## config.mk

```make
export PLATFORM = sky130hd
export DESIGN_NAME = gf180mcu_fd_sc_mcu7t5v0__dlyline_prog
export DESIGN_NICKNAME = d
export VERILOG_FILES = /design/src/rtl/gf180mcu_fd_sc_mcu7t5v0__dlyline_prog.sv
export SDC_FILE = /design/constraint.sdc
export NUM_CORES = 1
export LEC_CHECK = 0
export BUFFER_PORTS_ARGS = -buffer_cell sky130_fd_sc_hd__buf_4
export CORE_AREA = 2 2 42 44
export DETAILED_ROUTE_END_ITERATION = 6
export DIE_AREA = 0 0 44 46
export SYNTH_ARGS = -nofsm -noshare
export SYNTH_HDL_FRONTEND = slang
export SYNTH_SLANG_ARGS = --single-unit
```

## constraint.sdc

```tcl
create_clock -name CLK -period 3.4 [get_ports CLK]
set_clock_uncertainty 0.1 [all_clocks]
set_input_delay 0.68 -clock CLK [delete_from_list [all_inputs] [get_ports CLK]]
set_output_delay 0.68 -clock CLK [all_outputs]
set_load 0.05 [all_outputs]
```

## src/rtl/gf180mcu_fd_sc_mcu7t5v0__dlyline_prog.sv

```systemverilog
// Programmable clock-enabled delay line with fill/valid tracking.
// Delays a WIDTH-bit bus by 1..DEPTH enabled cycles, chosen at run time by SEL.
// Optional feature: define DLYLINE_BYPASS_EN to make SEL=0 a zero-cycle
// transparent path (Z=I, VLD=1).
module gf180mcu_fd_sc_mcu7t5v0__dlyline_prog #(
  parameter int unsigned WIDTH = 1,
  parameter int unsigned DEPTH = 8,
  parameter int unsigned SELW  = $clog2(DEPTH + 1)
) (
  input  logic             CLK,
  input  logic             RST,
  input  logic             EN,
  input  logic             FLUSH,
  input  logic [SELW-1:0]  SEL,
  input  logic [WIDTH-1:0] I,
  output logic [WIDTH-1:0] Z,
  output logic             VLD,
  output logic             SEL_ERR
);

  localparam logic [SELW-1:0] DEPTH_S = SELW'(DEPTH);

  logic [DEPTH-1:0][WIDTH-1:0] stage;
  logic [SELW-1:0]             fill;
  logic [SELW-1:0]             sel_eff;
  logic                        sel_zero;
  logic                        sel_over;
  logic [WIDTH-1:0]            tap;

  // Shift register: stage[0] takes I, every stage moves up on enabled edges.
  always_ff @(posedge CLK) begin
    if (RST || FLUSH) begin
      stage <= '0;
    end else if (EN) begin
      stage <= {stage[DEPTH-2:0], I};
    end
  end

  // Count of genuine samples in the line, saturating at DEPTH.
  always_ff @(posedge CLK) begin
    if (RST || FLUSH) begin
      fill <= '0;
    end else if (EN && (fill != DEPTH_S)) begin
      fill <= fill + SELW'(1);
    end
  end

  // Clamp the requested delay into 1..DEPTH.
  always_comb begin
    sel_zero = (SEL == '0);
    sel_over = (SEL > DEPTH_S);
    sel_eff  = SEL;
    if (sel_zero) begin
      sel_eff = SELW'(1);
    end else if (sel_over) begin
      sel_eff = DEPTH_S;
    end
  end

  // Tap mux written as a compare chain so no index can fall outside stage[].
  always_comb begin
    tap = '0;
    for (int unsigned k = 0; k < DEPTH; k++) begin
      if (sel_eff == SELW'(k + 1)) begin
        tap = stage[k];
      end
    end
  end

  // Output selection, valid flag and range error.
  always_comb begin
    Z       = tap;
    VLD     = (fill >= sel_eff);
`ifdef DLYLINE_BYPASS_EN
    SEL_ERR = sel_over;
    if (sel_zero) begin
      Z   = I;
      VLD = 1'b1;
    end
`else
    SEL_ERR = sel_over || sel_zero;
`endif
  end

endmodule

```

==> impl_summary.log, run 1 <==
[metrics] synth-to-layout area growth: 16.92%
[metrics] cell count after synthesis: 75
[metrics] DPL Wire Length: 880 µm
[metrics] Async SR Flop Fraction: 0%
[metrics] wire length of the first global-routing pass: 1945 µm
[metrics] Comb pwr share: 17.0%
[metrics] cell depth of the worst min-delay path: 2
[metrics] count of different cell masters after synthesis: 21
[metrics] logic depth of the worst setup path including buffers: 8
[metrics] cell at the slowest stage of the critical path: sky130_fd_sc_hd__ha_1
[metrics] Yosys reg bits: 12
[metrics] clock tree from TritonCTS: built
[metrics] Static Leak: 0.3460 nW
[metrics] Cell Pwr Density: 345.5 nW/µm²
[metrics] crit path cell chain: buf_4 -> inv_1 -> nand2_1 -> ha_1 -> a21boi_0 -> o21ai_0 -> a21oi_1 -> buf_4
[metrics] slew at the pin closest to its max-slew limit: 0.3443 ns
[metrics] post-synth design cell area: 665.6 µm²
[metrics] placed cell area: 755.7 µm²
[metrics] Primary FF master, synth: sky130_fd_sc_hd__dfxtp_1
[metrics] slack of the worst reg-to-reg path: 1.94 ns
[metrics] number of clock sinks: 12
[metrics] CP Launch Point: SEL[3]
[metrics] normalized max-slew margin: 76.80%
[metrics] number of enable-type register cells in the synthesized netlist: 0
[metrics] cell repeated most along the worst path: sky130_fd_sc_hd__buf_4
[metrics] critical path's largest stage delay: 0.26 ns
[metrics] H-tree Lvls: 1
[metrics] library cell with the largest summed area after synthesis: sky130_fd_sc_hd__dfxtp_1
[metrics] highest achievable clock rate: 380.8 MHz
[metrics] outcome: finished, final reports clean
[metrics] quantity of I/O buffers inserted on ports: 11
[metrics] min Tclk post-route: 2.626 ns
[metrics] type of the setup path with the least slack: input pin to primary output
[metrics] path type of the worst min-delay path: register to register
[metrics] Reg clk slew, reported paths: 0.06 ns
[metrics] post-cts repair resize count: 0
[metrics] number of remaining DRC errors: 0
[metrics] Initial Utilization: 41.24%
[metrics] Total Routed Length: 1179 µm
[metrics] Clock Latency Late Sink: 0.26 ns
[metrics] via/cell ratio: 5.029
[metrics] ranking of synthesized cells by instance count: sky130_fd_sc_hd__nor2_1, sky130_fd_sc_hd__dfxtp_1, sky130_fd_sc_hd__mux2i_1, sky130_fd_sc_hd__ha_1, sky130_fd_sc_hd__inv_1
[metrics] average size of a mapped cell: 8.875 µm²
[metrics] number of placement rows: 15
[metrics] setup repair after global routing missed its margin: false
[metrics] switching share of power: 24.92%
[metrics] number of inserted filler cells in the final layout: 170
[metrics] maximum clock path buffer count: 2
[metrics] top cells by area, synth: sky130_fd_sc_hd__dfxtp_1, sky130_fd_sc_hd__mux2i_1, sky130_fd_sc_hd__ha_1
[metrics] post-synth net total: 90
[metrics] via count: 518
[metrics] crit path max fanout: 5
[metrics] Startpoint Class: input pin
[metrics] internal power of the cells: 0.0002019 W
[metrics] Root Driver: sky130_fd_sc_hd__clkbuf_4
[metrics] share of the yosys chip area belonging to registers: 36.09%
[metrics] max-cap violations: 0
[metrics] Die Span X: 44 µm
[metrics] highest ir drop seen on vdd: 0.0001260 V
[metrics] post-route ant nets: 0
[metrics] worst path setup slack after routing: 0.7741 ns
[metrics] sum of negative setup slack: 0 ns
[metrics] net switching power figure: 0.00006701 W
[metrics] Nets: 103
[metrics] global route total overflow: 0
[metrics] Die Y: 46 µm
[metrics] CP Capture Type: primary output
[metrics] worst r2r dst: fill[1]$_SDFFE_PP0P_
[metrics] part of the total power dissipated in sequential elements: 53.2%
[metrics] Slew Viols, Final: 0
[metrics] post-route cell area: 778.2 µm²
[metrics] total power after layout: 0.0002689 W
[metrics] Synth top area share: 36.09%
[metrics] I/O pins: 12
[metrics] pre-CTS WS: 0.7592 ns
[metrics] vias in the first global route: 473
[metrics] crit-path leading delay family: buffers and inverters
[metrics] wire length per cell after detailed routing: 11.45 µm
[metrics] Setup-failing EPs final: 0
[metrics] diode count: 0
[metrics] CTS hold repair buffers: 0
[metrics] Worst Setup EP: VLD
[metrics] Yosys Warn Count: 0
[metrics] largest net degree at the start of global routing: 13
[metrics] initial antenna violation count: 0
[metrics] overall routing resource usage: 13.39%
[metrics] drt initial violations: 7
[metrics] arrival time reported for the critical path endpoint: 1.85 ns
[metrics] Tcrit/Tclk final: 77.23%
[metrics] core area: 1614 µm²
[metrics] Detailed Routing Iterations Pass 1: 4
[metrics] die footprint: 2024 µm²
[metrics] Final Wtd Congestion: 0.7453
[metrics] fraction of final layout cells with drive strength greater than 1: 19.77%
[metrics] postcts setup bufs: 0
[metrics] count of endpoints failing hold in the final timing report: 0
[metrics] reg-to-reg startpoint: fill[0]$_SDFFE_PP0P_
[metrics] total CTS buffers: 3
[metrics] Data required, critical path: 2.62 ns
[metrics] depth of the worst register-to-register path: 6
[metrics] most used standard cell by instance count after synthesis: sky130_fd_sc_hd__nor2_1
[metrics] buffer and inverter count on the worst path: 3
[metrics] relative contribution of the clock network to total power: 29.8%
## flip-flops by register name (all words and copies together), names as in the netlist
register,count
stage,8
fill,4
## how the worst min path moves through the flow
stage                     startpoint                    end  slack, ns
4_1_cts        stage[7]$_SDFFE_PP0P_  stage[7]$_SDFFE_PP0P_       0.41
3_3_place_gp   stage[7]$_SDFFE_PP0P_  stage[7]$_SDFFE_PP0P_       0.39
5_1_grt        stage[0]$_SDFFE_PP0P_  stage[0]$_SDFFE_PP0P_       0.46
6_report       stage[7]$_SDFFE_PP0P_  stage[7]$_SDFFE_PP0P_       0.41
2_1_floorplan  stage[7]$_SDFFE_PP0P_  stage[7]$_SDFFE_PP0P_       0.36
3_5_place_dp   stage[7]$_SDFFE_PP0P_  stage[7]$_SDFFE_PP0P_       0.40
## layout make-up
cell class                 count  area, µm²  share of cell area [%]
timing repair buffer          11      82.58                   10.61
multi-input combinational     56      396.6                   50.96
clock buffer                   3      22.52                   2.894
inverter                       4      15.01                   1.929
tap                           17      21.27                   2.733
sequential                    12      240.2                   30.87
## routing by layer
layer	vias to the layer above	GRT usage (%)	share of wire [%]
met2	11	20.88	44
li1	277	-	-
met3	2	3.571	5.0
met1	228	16.75	50
met5	-	0	0
met4	0	7.273	0.51
## kinds of logic (layout without fill, tap and decap cells)
group	after synthesis	after routing	synth area share (%)
adder cells (fa/ha/maj)	6	6	11.28
flip-flops	12	12	36.09
AND/OR/NAND/NOR	25	25	15.60
XOR/XNOR	4	4	5.264
AO/OA/AOI/OAI	9	9	9.211
multiplexers	12	12	18.23
buffers and inverters	7	18	4.322
## power groups by stage
| stage | clock [W] | sequential (W) | combinational, W |
|---|---|---|---|
| after floorplan | 0 | 0.000146 | 0.0000305 |
| after global placement | 0 | 0.000146 | 0.0000451 |
| after detailed placement | 0 | 0.000146 | 0.0000461 |
| after CTS | 0.0000861 | 0.000143 | 0.0000463 |
| after global routing | 0.0000917 | 0.000143 | 0.0000506 |
| final | 0.0000802 | 0.000143 | 0.0000456 |
## layout by cell type (no fill, tap or decap)
cell,n
sky130_fd_sc_hd__xnor2_1,2
sky130_fd_sc_hd__or2_2,1
sky130_fd_sc_hd__inv_1,4
sky130_fd_sc_hd__mux2i_1,11
sky130_fd_sc_hd__a31oi_1,1
sky130_fd_sc_hd__buf_4,11
sky130_fd_sc_hd__ha_1,6
sky130_fd_sc_hd__a2111oi_2,1
sky130_fd_sc_hd__nor3b_1,1
sky130_fd_sc_hd__mux2_2,1
sky130_fd_sc_hd__a21oi_1,2
sky130_fd_sc_hd__clkbuf_4,3
sky130_fd_sc_hd__o21ai_0,3
sky130_fd_sc_hd__nand4_1,1
sky130_fd_sc_hd__nor2_1,18
sky130_fd_sc_hd__dfxtp_1,12
sky130_fd_sc_hd__nor3_1,1
sky130_fd_sc_hd__nand2_1,3
sky130_fd_sc_hd__a21boi_0,1
sky130_fd_sc_hd__o211ai_1,1
sky130_fd_sc_hd__xor2_1,2
## tightest hold or removal path, cell delays in order (launching register included)
cell	delay [ns]
sky130_fd_sc_hd__dfxtp_1	0.33
sky130_fd_sc_hd__mux2i_1	0.07
sky130_fd_sc_hd__nor2_1	0.08
## metrics by stage
step                      hold slack, ns  util, %  std cells
after floorplan                   0.3607        -         75
after global placement            0.3870    46.82        100
after detailed placement          0.3971    46.82        100
after CTS                         0.4134    48.22        103
after global routing              0.4615    48.22        103
final                             0.4120    48.22        103
(Power assumes the default switching activity.)
==> run 2: changes to the inputs <==
clock period = 2.5 ns   (was 3.4 ns; I/O delays follow)
==> impl_summary.log, run 2 (synthesized netlist as in run 1, its figures left out) <==
[metrics] number of remaining DRC errors: 0 (unchanged)
[metrics] initial antenna violation count: 0 (unchanged)
[metrics] met3 routed wirelength: 53 µm (-10%)
[metrics] min Tclk post-route: 2.247 ns
[metrics] CP Capture Type: primary output
[metrics] path type of the worst min-delay path: input pin to register
[metrics] via count: 532 (+2.7%)
[metrics] wire length per cell after detailed routing: 11.16 µm (-2.5%)
[metrics] placed cell area: 759.5 µm² (+0.50%)
[metrics] postcts setup bufs: 0 (unchanged)
[metrics] crit-path leading delay family: buffers and inverters
[metrics] I/O pins: 12 (unchanged)
[metrics] fraction of final layout cells with drive strength greater than 1: 21.84% (+2.1 points)
[metrics] register bank with the most flops: stage
[metrics] most frequent cells in the layout: sky130_fd_sc_hd__nor2_1, sky130_fd_sc_hd__dfxtp_1, sky130_fd_sc_hd__mux2i_1
[metrics] Die Y: 46 µm (unchanged)
[metrics] drt initial violations: 5 (-2)
[metrics] crit path max fanout: 5 (unchanged)
[metrics] outcome: finished, final reports clean
[metrics] post-route cell area: 799.5 µm² (+2.7%)
[metrics] arrival time reported for the critical path endpoint: 1.65 ns (-0.20 ns)
[metrics] slew at the pin closest to its max-slew limit: 0.3517 ns (+0.007334 ns)
[metrics] met1 wire length: 593 µm (+0.17%)
[metrics] quantity of I/O buffers inserted on ports: 11 (unchanged)
[metrics] max-cap violations: 0 (unchanged)
[metrics] diode count: 0 (unchanged)
[metrics] biggest regs: stage: 8 flops, fill: 4 flops
[metrics] Cell Pwr Density: 513.1 nW/µm² (+49%)
[metrics] total power after layout: 0.0004103 W (+53%)
[metrics] highest ir drop seen on vdd: 0.0002208 V (+75%)
[metrics] overall routing resource usage: 14.57% (+1.2 points)
[metrics] DPL Wire Length: 904.4 µm (+2.8%)
[metrics] number of placement rows: 15 (unchanged)
[metrics] Tcrit/Tclk final: 89.89%
[metrics] core area: 1614 µm² (unchanged)
[metrics] Initial Utilization: 41.24% (unchanged)
[metrics] flip-flop count of the largest register after layout: 8 (unchanged)
[metrics] Root Driver: sky130_fd_sc_hd__clkbuf_4
[metrics] via/cell ratio: 5.115 (+1.7%)
[metrics] Data required, critical path: 1.90 ns (-0.72 ns)
[metrics] clock tree from TritonCTS: built
[metrics] slack of the worst reg-to-reg path: 1.04 ns (-0.90 ns)
[metrics] Nets: 103 (unchanged)
[metrics] Detailed Routing Iterations Pass 1: 3 (-1)
[metrics] CTS hold repair buffers: 0 (unchanged)
[metrics] wire length of the first global-routing pass: 2180 µm (+12%)
[metrics] synth-to-layout area growth: 20.11%
[metrics] cell at the slowest stage of the critical path: sky130_fd_sc_hd__ha_1
[metrics] Slew Viols, Final: 0 (unchanged)
[metrics] Cells after DPL: 100 (unchanged)
[metrics] post-cts repair resize count: 0 (unchanged)
[metrics] Startpoint Class: input pin
[metrics] global route total overflow: 0 (unchanged)
[metrics] type of the setup path with the least slack: input pin to primary output
[metrics] die footprint: 2024 µm² (unchanged)
[metrics] vias in the first global route: 502 (+6.1%)
[metrics] crit path cell chain: buf_4 -> inv_1 -> nand2_1 -> ha_1 -> a21boi_1 -> o21ai_1 -> a21oi_2 -> buf_6
[metrics] Reg clk slew, reported paths: 0.07 ns (about the same)
[metrics] Static Leak: 0.3547 nW (+2.5%)
[metrics] largest net degree at the start of global routing: 13 (unchanged)
[metrics] highest routed metal layer: met3
[metrics] setup repair after global routing missed its margin: false
[metrics] count of endpoints failing hold in the final timing report: 0 (unchanged)
[metrics] Setup-failing EPs final: 0 (unchanged)
[metrics] area taken by multi-input logic gates: 400.4 µm² (+0.95%)
[metrics] met2 WL post-DR: 514 µm (-1.2%)
[metrics] Total Routed Length: 1161 µm (-1.5%)
[metrics] buffer and inverter count on the worst path: 3 (unchanged)
[metrics] post-route ant nets: 0 (unchanged)
[metrics] total CTS buffers: 3 (unchanged)
[metrics] Clock Latency Late Sink: 0.26 ns (about the same)
[metrics] H-tree Lvls: 1 (unchanged)
[metrics] area taken by flip-flops and latches: 240.2 µm² (unchanged)
[metrics] non-filler instance count after layout: 104 (+0.97%)
[metrics] highest achievable clock rate: 445.0 MHz
[metrics] sum of negative setup slack: 0 ns (unchanged)
[metrics] number of inserted filler cells in the final layout: 165 (-2.9%)
[metrics] normalized max-slew margin: 76.31% (-0.49 points)
[metrics] Post-Route Hold Slack: 0.3684 ns (-0.04359 ns)
[metrics] most common library cell in the layout ignoring fill and taps: sky130_fd_sc_hd__nor2_1
[metrics] number of clock sinks: 12 (unchanged)
[metrics] critical path's largest stage delay: 0.26 ns (about the same)
[metrics] maximum clock path buffer count: 2 (unchanged)
[metrics] Final Wtd Congestion: 0.7517 (+0.86%)
[metrics] Die Span X: 44 µm (unchanged)
[run 2: changes by cell type in the layout (fill, tap and decap cells not counted)]
cell	change
sky130_fd_sc_hd__o21ai_0	-2
sky130_fd_sc_hd__o21ai_1	+2
sky130_fd_sc_hd__a21boi_0	-1
sky130_fd_sc_hd__a21boi_1	+1
sky130_fd_sc_hd__a21oi_1	-1
sky130_fd_sc_hd__a21oi_2	+1
sky130_fd_sc_hd__buf_4	-1
sky130_fd_sc_hd__buf_6	+1
sky130_fd_sc_hd__clkbuf_8	+1
[run 2: path summary, 6_finish.rpt]
kind                    startpoint                     to  cells past startpoint
max                         SEL[3]                    VLD                      8
min                              I  stage[0]$_SDFFE_PP0P_                      3
min reg2reg  stage[7]$_SDFFE_PP0P_  stage[7]$_SDFFE_PP0P_                      2
max reg2reg   fill[0]$_SDFFE_PP0P_   fill[1]$_SDFFE_PP0P_                      6
[run 2: stage by stage]
step	utilization [%]	worst slack, ns
after CTS	49.30	0.1742
final	49.53	0.2527
after floorplan	-	0.07625
after global routing	49.53	0.06567
after detailed placement	47.05	0.1796
after global placement	47.05	0.2125
[run 2: report_power, final]
group	internal (W)	switching (W)
logic	0.0000277	0.0000373
registers	0.000193	0.00000159
clock network	0.0000884	0.0000626
[run 2: worst register-to-register path: stages (launching register included)]
cell and delay, ns:
sky130_fd_sc_hd__dfxtp_1 0.33, sky130_fd_sc_hd__inv_1 0.11, sky130_fd_sc_hd__ha_1 0.16, sky130_fd_sc_hd__nand2_1 0.06, sky130_fd_sc_hd__o21ai_0 0.31, sky130_fd_sc_hd__mux2i_1 0.23
sky130_fd_sc_hd__nor2_1 0.05
[run 2: layout make-up]
class	count	area share, %
timing repair buffer	11	10.80
multi-input combinational	56	50.08
sequential	12	30.05
clock buffer	4	4.538
inverter	4	1.878
tap	17	2.660
[run 2: layer usage]
layer / global-route usage, % / vias up
met5: 0 / -
met4: 5.455 / 0
met3: 3.175 / 0
met2: 23.53 / 10
met1: 18.99 / 244
li1: - / 278
==> run 3: changes to the inputs <==
CELL_PAD_IN_SITES_DETAIL_PLACEMENT = 2   (was unset)
CELL_PAD_IN_SITES_GLOBAL_PLACEMENT = 2   (was unset)
CORE_AREA = 2 2 50 52   (was 2 2 42 44)
DIE_AREA = 0 0 52 54   (was 0 0 44 46)
PLACE_DENSITY_LB_ADDON = 0.1   (was unset)
==> impl_summary.log, run 3 (synthesized netlist as in run 1, its figures left out) <==
[metrics] outcome: finished, final reports clean
[metrics] register bank with the most flops: stage
[metrics] maximum clock path buffer count: 2 (unchanged)
[metrics] total CTS buffers: 3 (unchanged)
[metrics] slew at the pin closest to its max-slew limit: 0.3460 ns (-0.005649 ns)
[metrics] core area: 2320 µm² (+44%)
[metrics] overall routing resource usage: 12.67% (-1.9 points)
[metrics] Startpoint Class: input pin
[metrics] fraction of final layout cells with drive strength greater than 1: 21.84% (unchanged)
[metrics] max-cap violations: 0 (unchanged)
[metrics] number of inserted filler cells in the final layout: 273 (+65%)
[metrics] number of placement rows: 18 (+3)
[metrics] initial antenna violation count: 0 (unchanged)
[metrics] die footprint: 2808 µm² (+39%)
[metrics] CP Capture Type: primary output
[metrics] pre-CTS WS: 0.1472 ns (-0.03235 ns)
[metrics] arrival time reported for the critical path endpoint: 1.70 ns (+0.05 ns)
[metrics] wire length of the first global-routing pass: 2504 µm (+15%)
[metrics] placed cell area: 775.7 µm² (+2.1%)
[metrics] Die Span X: 52 µm (+18%)
[metrics] Static Leak: 0.3543 nW (-0.13%)
[metrics] DPL Wire Length: 1133 µm (+25%)
[metrics] area taken by multi-input logic gates: 400.4 µm² (unchanged)
[metrics] post-route cell area: 815.8 µm² (+2.0%)
[metrics] normalized max-slew margin: 76.69% (+0.38 points)
[metrics] area taken by flip-flops and latches: 240.2 µm² (unchanged)
[metrics] number of remaining DRC errors: 0 (unchanged)
[metrics] biggest regs: stage: 8 flops, fill: 4 flops
[metrics] Setup-failing EPs final: 0 (unchanged)
[metrics] Initial Utilization: 28.69% (-13 points)
[metrics] Die Y: 54 µm (+17%)
[metrics] via count: 566 (+6.4%)
[metrics] drt initial violations: 0 (-5)
[metrics] Reg clk slew, reported paths: 0.08 ns (about the same)
[metrics] most frequent cells in the layout: sky130_fd_sc_hd__nor2_1, sky130_fd_sc_hd__dfxtp_1, sky130_fd_sc_hd__mux2i_1
[metrics] min Tclk post-route: 2.299 ns (+0.05131 ns)
[metrics] non-filler instance count after layout: 117 (+13%)
[metrics] wire length per cell after detailed routing: 11.92 µm (+6.8%)
[metrics] postcts setup bufs: 0 (unchanged)
[metrics] Data required, critical path: 1.90 ns (about the same)
[metrics] flip-flop count of the largest register after layout: 8 (unchanged)
[metrics] slack of the worst reg-to-reg path: 1.02 ns (-0.02 ns)
[metrics] type of the setup path with the least slack: input pin to primary output
[metrics] Root Driver: sky130_fd_sc_hd__clkbuf_4
[metrics] Total Routed Length: 1395 µm (+20%)
[metrics] Detailed Routing Iterations Pass 1: 1 (-2)
[metrics] post-route ant nets: 0 (unchanged)
[metrics] cell at the slowest stage of the critical path: sky130_fd_sc_hd__ha_1
[metrics] H-tree Lvls: 1 (unchanged)
[metrics] Cell Pwr Density: 507.6 nW/µm² (-1.1%)
[metrics] path type of the worst min-delay path: input pin to register
[metrics] diode count: 0 (unchanged)
[metrics] sum of negative setup slack: 0 ns (unchanged)
[metrics] via/cell ratio: 4.838 (-5.4%)
[metrics] global route total overflow: 0 (unchanged)
[metrics] Slew Viols, Final: 0 (unchanged)
[metrics] vias in the first global route: 567 (+13%)
[metrics] clock tree from TritonCTS: built
[metrics] number of clock sinks: 12 (unchanged)
[metrics] worst path setup slack after routing: 0.2013 ns (-0.05131 ns)
[metrics] quantity of I/O buffers inserted on ports: 11 (unchanged)
[metrics] largest net degree at the start of global routing: 13 (unchanged)
[metrics] count of endpoints failing hold in the final timing report: 0 (unchanged)
[metrics] I/O pins: 12 (unchanged)
[metrics] Cells after DPL: 113 (+13%)
[metrics] crit-path leading delay family: compound AO/OA/AOI/OAI gates
[metrics] Tcrit/Tclk final: 91.95% (+2.1 points)
[metrics] crit path cell chain: buf_4 -> nor2_1 -> nor2_1 -> nor2_1 -> ha_1 -> inv_1 -> a21boi_0 -> o21ai_0 -> a21oi_2 -> buf_6
[metrics] highest achievable clock rate: 435.0 MHz (-2.2%)
[metrics] most common library cell in the layout ignoring fill and taps: sky130_fd_sc_hd__nor2_1
[metrics] critical path's largest stage delay: 0.26 ns (about the same)
[metrics] synth-to-layout area growth: 22.56%
[metrics] setup repair after global routing missed its margin: false
[metrics] cell repeated most along the worst path: sky130_fd_sc_hd__nor2_1
[metrics] Post-Route Hold Slack: 0.3501 ns (-0.01826 ns)
[metrics] highest ir drop seen on vdd: 0.0002574 V (+17%)
[metrics] buffer and inverter count on the worst path: 3 (unchanged)
[metrics] Nets: 103 (unchanged)
[metrics] Final Wtd Congestion: 0.6126 (-19%)
[metrics] Clock Latency Late Sink: 0.28 ns (+0.02 ns)
[metrics] crit path max fanout: 7 (+2)
run 3: cell count changes in the layout (fill, tap and decap cells not counted):
| cell | change |
|---|---|
| sky130_fd_sc_hd__a21boi_0 | +1 |
| sky130_fd_sc_hd__a21boi_1 | -1 |
| sky130_fd_sc_hd__o21ai_0 | +1 |
| sky130_fd_sc_hd__o21ai_1 | -1 |
run 3: worst paths after layout:
path                         startpoint                    end  cells past startpoint
hold / removal                        I  stage[0]$_SDFFE_PP0P_                      3
setup reg to reg   fill[0]$_SDFFE_PP0P_   fill[1]$_SDFFE_PP0P_                      6
setup / recovery                 SEL[2]                    VLD                     10
hold reg to reg   stage[7]$_SDFFE_PP0P_  stage[7]$_SDFFE_PP0P_                      2
run 3: layout make-up:
type | instances | area share (%)
Sequential cell | 12 | 29.45
Timing Repair Buffer | 11 | 10.58
Tap cell | 30 | 4.601
Inverter | 4 | 1.840
Multi-Input combinational cell | 56 | 49.08
Clock buffer | 4 | 4.448
run 3: worst reg2reg max path: cells and delay by family (launching register included):
| family | cells | cell delay [ns] |
|---|---|---|
| flip-flops | 1 | 0.33 |
| AO/OA/AOI/OAI | 1 | 0.31 |
| multiplexers | 1 | 0.23 |
| adder cells (fa/ha/maj) | 1 | 0.17 |
| buffers and inverters | 1 | 0.12 |
| AND/OR/NAND/NOR | 2 | 0.11 |
run 3: per-layer routing:
layer	vias to the layer above	track usage [%]	part of all wire (%)
li1	278	-	-
met1	270	16.13	48
met2	13	18.99	43
met3	5	4.167	6.2
met4	0	6.579	2.2
met5	-	0	0
run 3: power by group:
| group | total, W | leakage [nW] | internal, W | switching (W) |
|---|---|---|---|---|
| Combinational | 0.0000649 | 0.236 | 0.0000273 | 0.0000376 |
| Sequential | 0.000195 | 0.0969 | 0.000193 | 0.00000171 |
| Clock | 0.000155 | 0.0210 | 0.0000886 | 0.0000661 |
run 3: metrics by stage:
stage	utilization [%]	total power (W)
floorplan	-	0.0002408
global placement	33.44	0.0002631
detailed placement	33.44	0.0002646
CTS	35.01	0.0004217
global route	35.17	0.0004439
finish	35.17	0.0004141
run 3: timing repair:
| action | 4_1_cts | 5_1_grt |
|---|---|---|
| resized for setup | 0 | 1 |
| hold buffers | 0 | 0 |
| endpoints found under the hold margin | 0 | 0 |
| setup endpoints to repair | 0 | 1 |
